--- src/rtl/y86_mem_pkg.sv ---
// y86_mem_pkg: shared definitions for the Y86 unified memory port.
//   - arbiter FSM state encoding and last-grant encoding
//   - default backing-memory size, instruction length, data access width
//   - range-check helper used for both fetch and data requests
package y86_mem_pkg;

    localparam int MEM_BYTES_DEFAULT = 4096;
    localparam int INSTR_BYTES       = 10;
    localparam int DATA_BYTES        = 8;

    typedef enum logic [1:0] {
        IDLE    = 2'd0,
        F_BEAT0 = 2'd1,
        F_BEAT1 = 2'd2,
        M_ACC   = 2'd3
    } arbState_t;

    typedef enum logic {
        GRANT_F = 1'b0,
        GRANT_M = 1'b1
    } grant_t;

    // True when an access of accBytes starting at addr would run past the
    // end of memory. Comparing against (memBytes - accBytes) instead of
    // computing addr + accBytes keeps huge addresses from wrapping into range.
    function automatic logic outOfRange(input logic [63:0] addr,
                                        input int          memBytes,
                                        input int          accBytes);
        return addr > 64'(memBytes - accBytes);
    endfunction

endpackage

--- src/rtl/mem_port_arbiter.sv ---
// mem_port_arbiter: shares the single backing-memory port between the
// fetch stage (10-byte reads, two 8-byte beats) and the memory stage
// (8-byte reads/writes, one beat), with range checking on both.
//
// Ports:
//   clk, rst_n                 clock, synchronous active-low reset
//   f_req/f_addr/f_flush       fetch request, byte address, result discard
//   f_valid/f_bytes/imem_error fetch response pulse, bytes, range error
//   f_wait                     fetch stall request (f_req & ~f_valid)
//   m_req/m_we/m_addr/m_wdata  data request, write enable, address, data
//   m_valid/m_rdata/dmem_error data response pulse, read data, range error
//   m_wait                     data stall request (m_req & ~m_valid)
//   mem_req/mem_we/mem_addr/mem_wdata  registered backing-memory request
//   mem_ready/mem_rdata        backing-memory completion and read data
module mem_port_arbiter
    import y86_mem_pkg::*;
#(
    parameter int MEM_BYTES = MEM_BYTES_DEFAULT
) (
    input  logic        clk,
    input  logic        rst_n,

    input  logic        f_req,
    input  logic [63:0] f_addr,
    input  logic        f_flush,
    output logic        f_valid,
    output logic [79:0] f_bytes,
    output logic        imem_error,
    output logic        f_wait,

    input  logic        m_req,
    input  logic        m_we,
    input  logic [63:0] m_addr,
    input  logic [63:0] m_wdata,
    output logic        m_valid,
    output logic [63:0] m_rdata,
    output logic        dmem_error,
    output logic        m_wait,

    output logic        mem_req,
    output logic        mem_we,
    output logic [63:0] mem_addr,
    output logic [63:0] mem_wdata,
    input  logic        mem_ready,
    input  logic [63:0] mem_rdata
);

    arbState_t state;
    grant_t    lastGrant;
    logic      flushSeen;

    logic      fPending;
    logic      mPending;
    logic      grantF;
    logic      grantM;

    assign f_wait = f_req & ~f_valid;
    assign m_wait = m_req & ~m_valid;

    // A requester whose response pulse is out this cycle is still holding
    // req for the transaction just finished, so it does not count as pending.
    always_comb begin
        fPending = f_req & ~f_valid;
        mPending = m_req & ~m_valid;
        grantF   = 1'b0;
        grantM   = 1'b0;
        if (fPending && mPending) begin
            if (lastGrant == GRANT_F) begin
                grantM = 1'b1;
            end else begin
                grantF = 1'b1;
            end
        end else begin
            grantF = fPending;
            grantM = mPending;
        end
    end

    always_ff @(posedge clk) begin
        if (!rst_n) begin
            state      <= IDLE;
            lastGrant  <= GRANT_F;
            flushSeen  <= 1'b0;
            mem_req    <= 1'b0;
            mem_we     <= 1'b0;
            mem_addr   <= '0;
            mem_wdata  <= '0;
            f_valid    <= 1'b0;
            m_valid    <= 1'b0;
            f_bytes    <= '0;
            m_rdata    <= '0;
            imem_error <= 1'b0;
            dmem_error <= 1'b0;
        end else begin
            f_valid <= 1'b0;
            m_valid <= 1'b0;
            unique case (state)
                IDLE: begin
                    if (grantF) begin
                        lastGrant <= GRANT_F;
                        if (outOfRange(f_addr, MEM_BYTES, INSTR_BYTES)) begin
                            // Error response without touching memory.
                            f_valid    <= ~f_flush;
                            imem_error <= 1'b1;
                            f_bytes    <= '0;
                        end else begin
                            state     <= F_BEAT0;
                            flushSeen <= f_flush;
                            mem_req   <= 1'b1;
                            mem_we    <= 1'b0;
                            mem_addr  <= f_addr;
                            mem_wdata <= '0;
                        end
                    end else if (grantM) begin
                        lastGrant <= GRANT_M;
                        if (outOfRange(m_addr, MEM_BYTES, DATA_BYTES)) begin
                            m_valid    <= 1'b1;
                            dmem_error <= 1'b1;
                            m_rdata    <= '0;
                        end else begin
                            state     <= M_ACC;
                            mem_req   <= 1'b1;
                            mem_we    <= m_we;
                            mem_addr  <= m_addr;
                            mem_wdata <= m_wdata;
                        end
                    end
                end

                F_BEAT0: begin
                    if (f_flush) begin
                        flushSeen <= 1'b1;
                    end
                    // mem_req stays high across the beat boundary; only the
                    // address advances to the second 8-byte window.
                    if (mem_ready) begin
                        f_bytes[63:0] <= mem_rdata;
                        mem_addr      <= mem_addr + 64'd8;
                        state         <= F_BEAT1;
                    end
                end

                F_BEAT1: begin
                    if (mem_ready) begin
                        f_bytes[79:64] <= mem_rdata[15:0];
                        imem_error     <= 1'b0;
                        f_valid        <= ~(flushSeen | f_flush);
                        flushSeen      <= 1'b0;
                        mem_req        <= 1'b0;
                        state          <= IDLE;
                    end else if (f_flush) begin
                        flushSeen <= 1'b1;
                    end
                end

                M_ACC: begin
                    if (mem_ready) begin
                        m_rdata    <= mem_we ? 64'd0 : mem_rdata;
                        dmem_error <= 1'b0;
                        m_valid    <= 1'b1;
                        mem_req    <= 1'b0;
                        mem_we     <= 1'b0;
                        state      <= IDLE;
                    end
                end

                default: state <= IDLE;
            endcase
        end
    end

endmodule

--- config.mk ---
export PLATFORM = sky130hd
export DESIGN_NAME = mem_port_arbiter
export DESIGN_NICKNAME = d
export VERILOG_FILES = /design/src/rtl/y86_mem_pkg.sv /design/src/rtl/mem_port_arbiter.sv
export SDC_FILE = /design/constraint.sdc
export NUM_CORES = 1
export LEC_CHECK = 0
export ABC_AREA = 1
export BUFFER_PORTS_ARGS = -buffer_cell sky130_fd_sc_hd__buf_4
export CAP_MARGIN = 20
export CORE_AREA = 4 4 212 214
export DETAILED_ROUTE_END_ITERATION = 10
export DIE_AREA = 0 0 216 218
export GPL_TIMING_DRIVEN = 0
export HOLD_SLACK_MARGIN = 0.03
export PLACE_DENSITY_LB_ADDON = 0.05
export SYNTH_ARGS = -nofsm -noshare
export SYNTH_HDL_FRONTEND = slang
export SYNTH_SLANG_ARGS = --single-unit
--- constraint.sdc ---
create_clock -name clk -period 2.5 [get_ports clk]
set_input_delay 0.625 -clock clk [delete_from_list [all_inputs] [get_ports clk]]
set_output_delay 0.625 -clock clk [all_outputs]
set_load 0.03 [all_outputs]
==> out/qor.txt <==
DR vias/cell - 4.89
fraction of layout cells with a size suffix above 1 - 23.3%
GP Congestion - 0.977
clock latency on the worst-skew pair - 0.56 ns
register area share after synthesis - 38.2%
Startpoint Class - input pin
Post-synth top cells - nand2_1, nor2_1, dfxtp_1
cell with the most instances after synthesis - nand2_1
Setup crit end kind - register
# IOs - 543
worst hold stages - 2
Core ar. - 0.0429 mm2
register area - 0.00565 mm2
library cells used by synthesis - 32
CTS tree - done
Initial DRC Count - 1277
#FFs+latches synth - 282
Clk pin slew, worst setup/hold paths - 0.06 ns
Max FO, Critical Path - 10
Cell Area, Placed - 0.0196 mm2
Leak - 9.74 nW
min Tclk post-route - 2.39 ns
hold path start - f_flush
TritonCTS Buffers - 37
Fin Clk Skew - 0.0212 ns
Clock Sinks - 282
slew margin rel. - 38.1%
die height - 218 um
Initial Utilization - 34.5%
Worst EP required - 2.95 ns
Main synth FF type - dfxtp_1
top cells by area, synth - dfxtp_1, nand2_1, nor2_1, inv_1, a21oi_1
vias in the first global route - 16900
filler cell count - 4515
# DRC - 0
Post-synth EDFFs - 0
reg2reg end - mem_addr[35]
post-synth top area share - 38.2%
Worst Reg-to-Reg Cells - 11
NumNets Final - 3246
per-cell routed wire length - 20.1 um
Setup CP Type - in2reg
Arr. time, crit path - 2.84 ns
# hold bufs at CTS - 0
Fin. Hold Viols - 0
Post-DP HPWL - 57700 um
Async SR Flop Fraction - 0%
Cells after Synth - 2397
GRT Residual Overflow - 0
FF-to-FF Start - mem_addr[4]
Non-Filler Cell Area, Final - 0.0209 mm2
via count - 17500
Min-Delay Endpoint - f_valid
first-pass detailed-route iteration total - 5
f_max - 418 MHz
period utilisation layout - 95.6%
Multi-input gate area - 0.00756 mm2
drt total wl - 72000 um
Max Buffers Root-to-Sink - 3
pin count of the biggest net entering global routing - 20
Synth Net Count - 2666
Setup Viol. Count Final - 0
status - completed
Power Dens Cells - 1330 mW/mm2
syn_area_per_cell - 6.17 um2
initial antenna violation count - 2
Chip Width - 216 um
final core occ - 48.7%
Routed Antenna Nets - 0
Yosys warnings - 0
RSZ-0062 raised after global routing - no
hold crit path type - in2reg
Die Area - 0.0471 mm2
first-pass GRT wire length - 105000 um
worst slew pin tran - 0.928 ns
area leader, netlist - dfxtp_1
number of port buffers - 541
H-tree depth - 2
Area Overhead vs Synth - 41.2%
post-synthesis instance area - 0.0148 mm2
FP Rows - 76
Max-Cap Viols - 0
r2r setup slk - 0.18 ns
Overall Global Routing Usage - 29.0%
CTS root buffer - clkbuf_16
fin. max-slew vios - 0
VDD IR max - 0.000913 V
routing by layer:
layer / global-route usage [%] / vias to the layer above / routed length [um]
li1: - / 8697 / -
met2: 48.6 / 663 / 33900
met5: 0 / - / 20
met3: 8.22 / 126 / 5920
met1: 35.5 / 8060 / 29600
met4: 10.8 / 2 / 2560
state kept, by name, summed over array words and instances, names as in the netlist:
signal / count
m_rdata: 64
dmem_error: 1
flushSeen: 1
m_valid: 1
lastGrant: 1
imem_error: 1
f_bytes: 80
mem_wdata: 64
mem_req: 1
f_valid: 1
mem_we: 1
state: 2
mem_addr: 64
worst max-delay path, stage by stage:
cell and delay [ns]:
buf_4 0.13, nor2_1 0.19, nand2_1 0.15, nor2_1 0.13, nand2_1 0.09, nor2_2 0.28, nand3_1 0.23, nand3_2 0.16
nand4_4 0.18, buf_6 0.22, buf_2 0.21, nor2_1 0.18, nor2_1 0.06
cell families after synthesis:
family | after synthesis | share of synthesized area (%)
buf+inv | 393 | 11.0
compound gates | 361 | 12.4
xor+xnor | 21 | 1.24
simple gates | 1334 | 36.7
flops | 282 | 38.2
fa+ha+maj | 6 | 0.508
per-stage QoR:
stage | hold slack (ns) | TNS, ns | cells | total power [mW] | setup WS [ns]
floorplan | 0.444 | 0 | 2397 | 16.6 | 0.475
global placement | 0.441 | -127.93 | 3523 | 22.2 | -0.704
detailed placement | 0.447 | -136.32 | 3523 | 22.3 | -0.695
CTS | 0.217 | 0 | 3588 | 27.8 | 0.0263
global route | 0.230 | 0 | 3590 | 29.8 | 0.00660
finish | 0.237 | 0 | 3590 | 27.8 | 0.110
worst max path at each step:
stage | cells past startpoint | from | endpoint | slack [ns]
after floorplan | 11 | m_req | mem_addr[53] | 0.48
after global placement | 13 | m_addr[39] | mem_addr[56] | -0.70
after detailed placement | 13 | m_addr[39] | mem_addr[56] | -0.70
after CTS | 11 | state[1] | m_rdata[55] | 0.03
after global routing | 11 | state[0] | mem_addr[56] | 0.007
final | 13 | m_addr[39] | mem_addr[56] | 0.11
where the power goes:
| group | total, mW | internal, mW | switching (mW) | leakage, nW |
|---|---|---|---|---|
| clock network | 5.44 | 3.27 | 2.17 | 0.602 |
| logic | 15.4 | 4.96 | 10.4 | 6.82 |
| registers | 6.97 | 5.86 | 1.11 | 2.31 |
| total | 27.8 | 14.1 | 13.7 | 9.74 |
placed cells by master, fill, tap and decap left out, types with 2 or more instances in the layout:
master      instances
nand2_1           680
buf_4             548
nor2_1            411
dfxtp_1           282
inv_1             258
a21oi_1           191
o21ai_0           153
nand3_1           109
nor3_1             76
clkbuf_1           65
buf_2              49
clkbuf_16          38
nand4_1            30
xor2_1             21
buf_6               9
clkbuf_8            9
nor2_2              8
o21ai_1             6
ha_1                6
nor2_4              5
clkinv_2            5
nand2_2             4
nand3_2             4
clkbuf_2            4
buf_1               4
o22ai_1             4
clkbuf_4            3
nor3_2              3
o211ai_1            2
a211oi_1            2
bufinv_16           2
clkinvlp_4          2
layout make-up:
class / count / share of cell area, %
Timing Repair Buffer: 542 / 19.5
Buffer: 132 / 3.18
Clock inverter: 11 / 0.599
Multi-Input combinational cell: 1722 / 36.2
Tap cell: 585 / 3.51
Inverter: 260 / 4.68
Sequential cell: 282 / 27.0
Clock buffer: 55 / 5.29
Antenna cell: 1 / 0.0120
repair_timing:
item | CTS | global route
pin swaps | 0 | 0
setup endpoints to repair | 58 | 137
resized for setup | 3 | 24
cloned | 0 | 0
setup buffers | 0 | 1
Note: power is estimated with default switching activity, not from simulation.
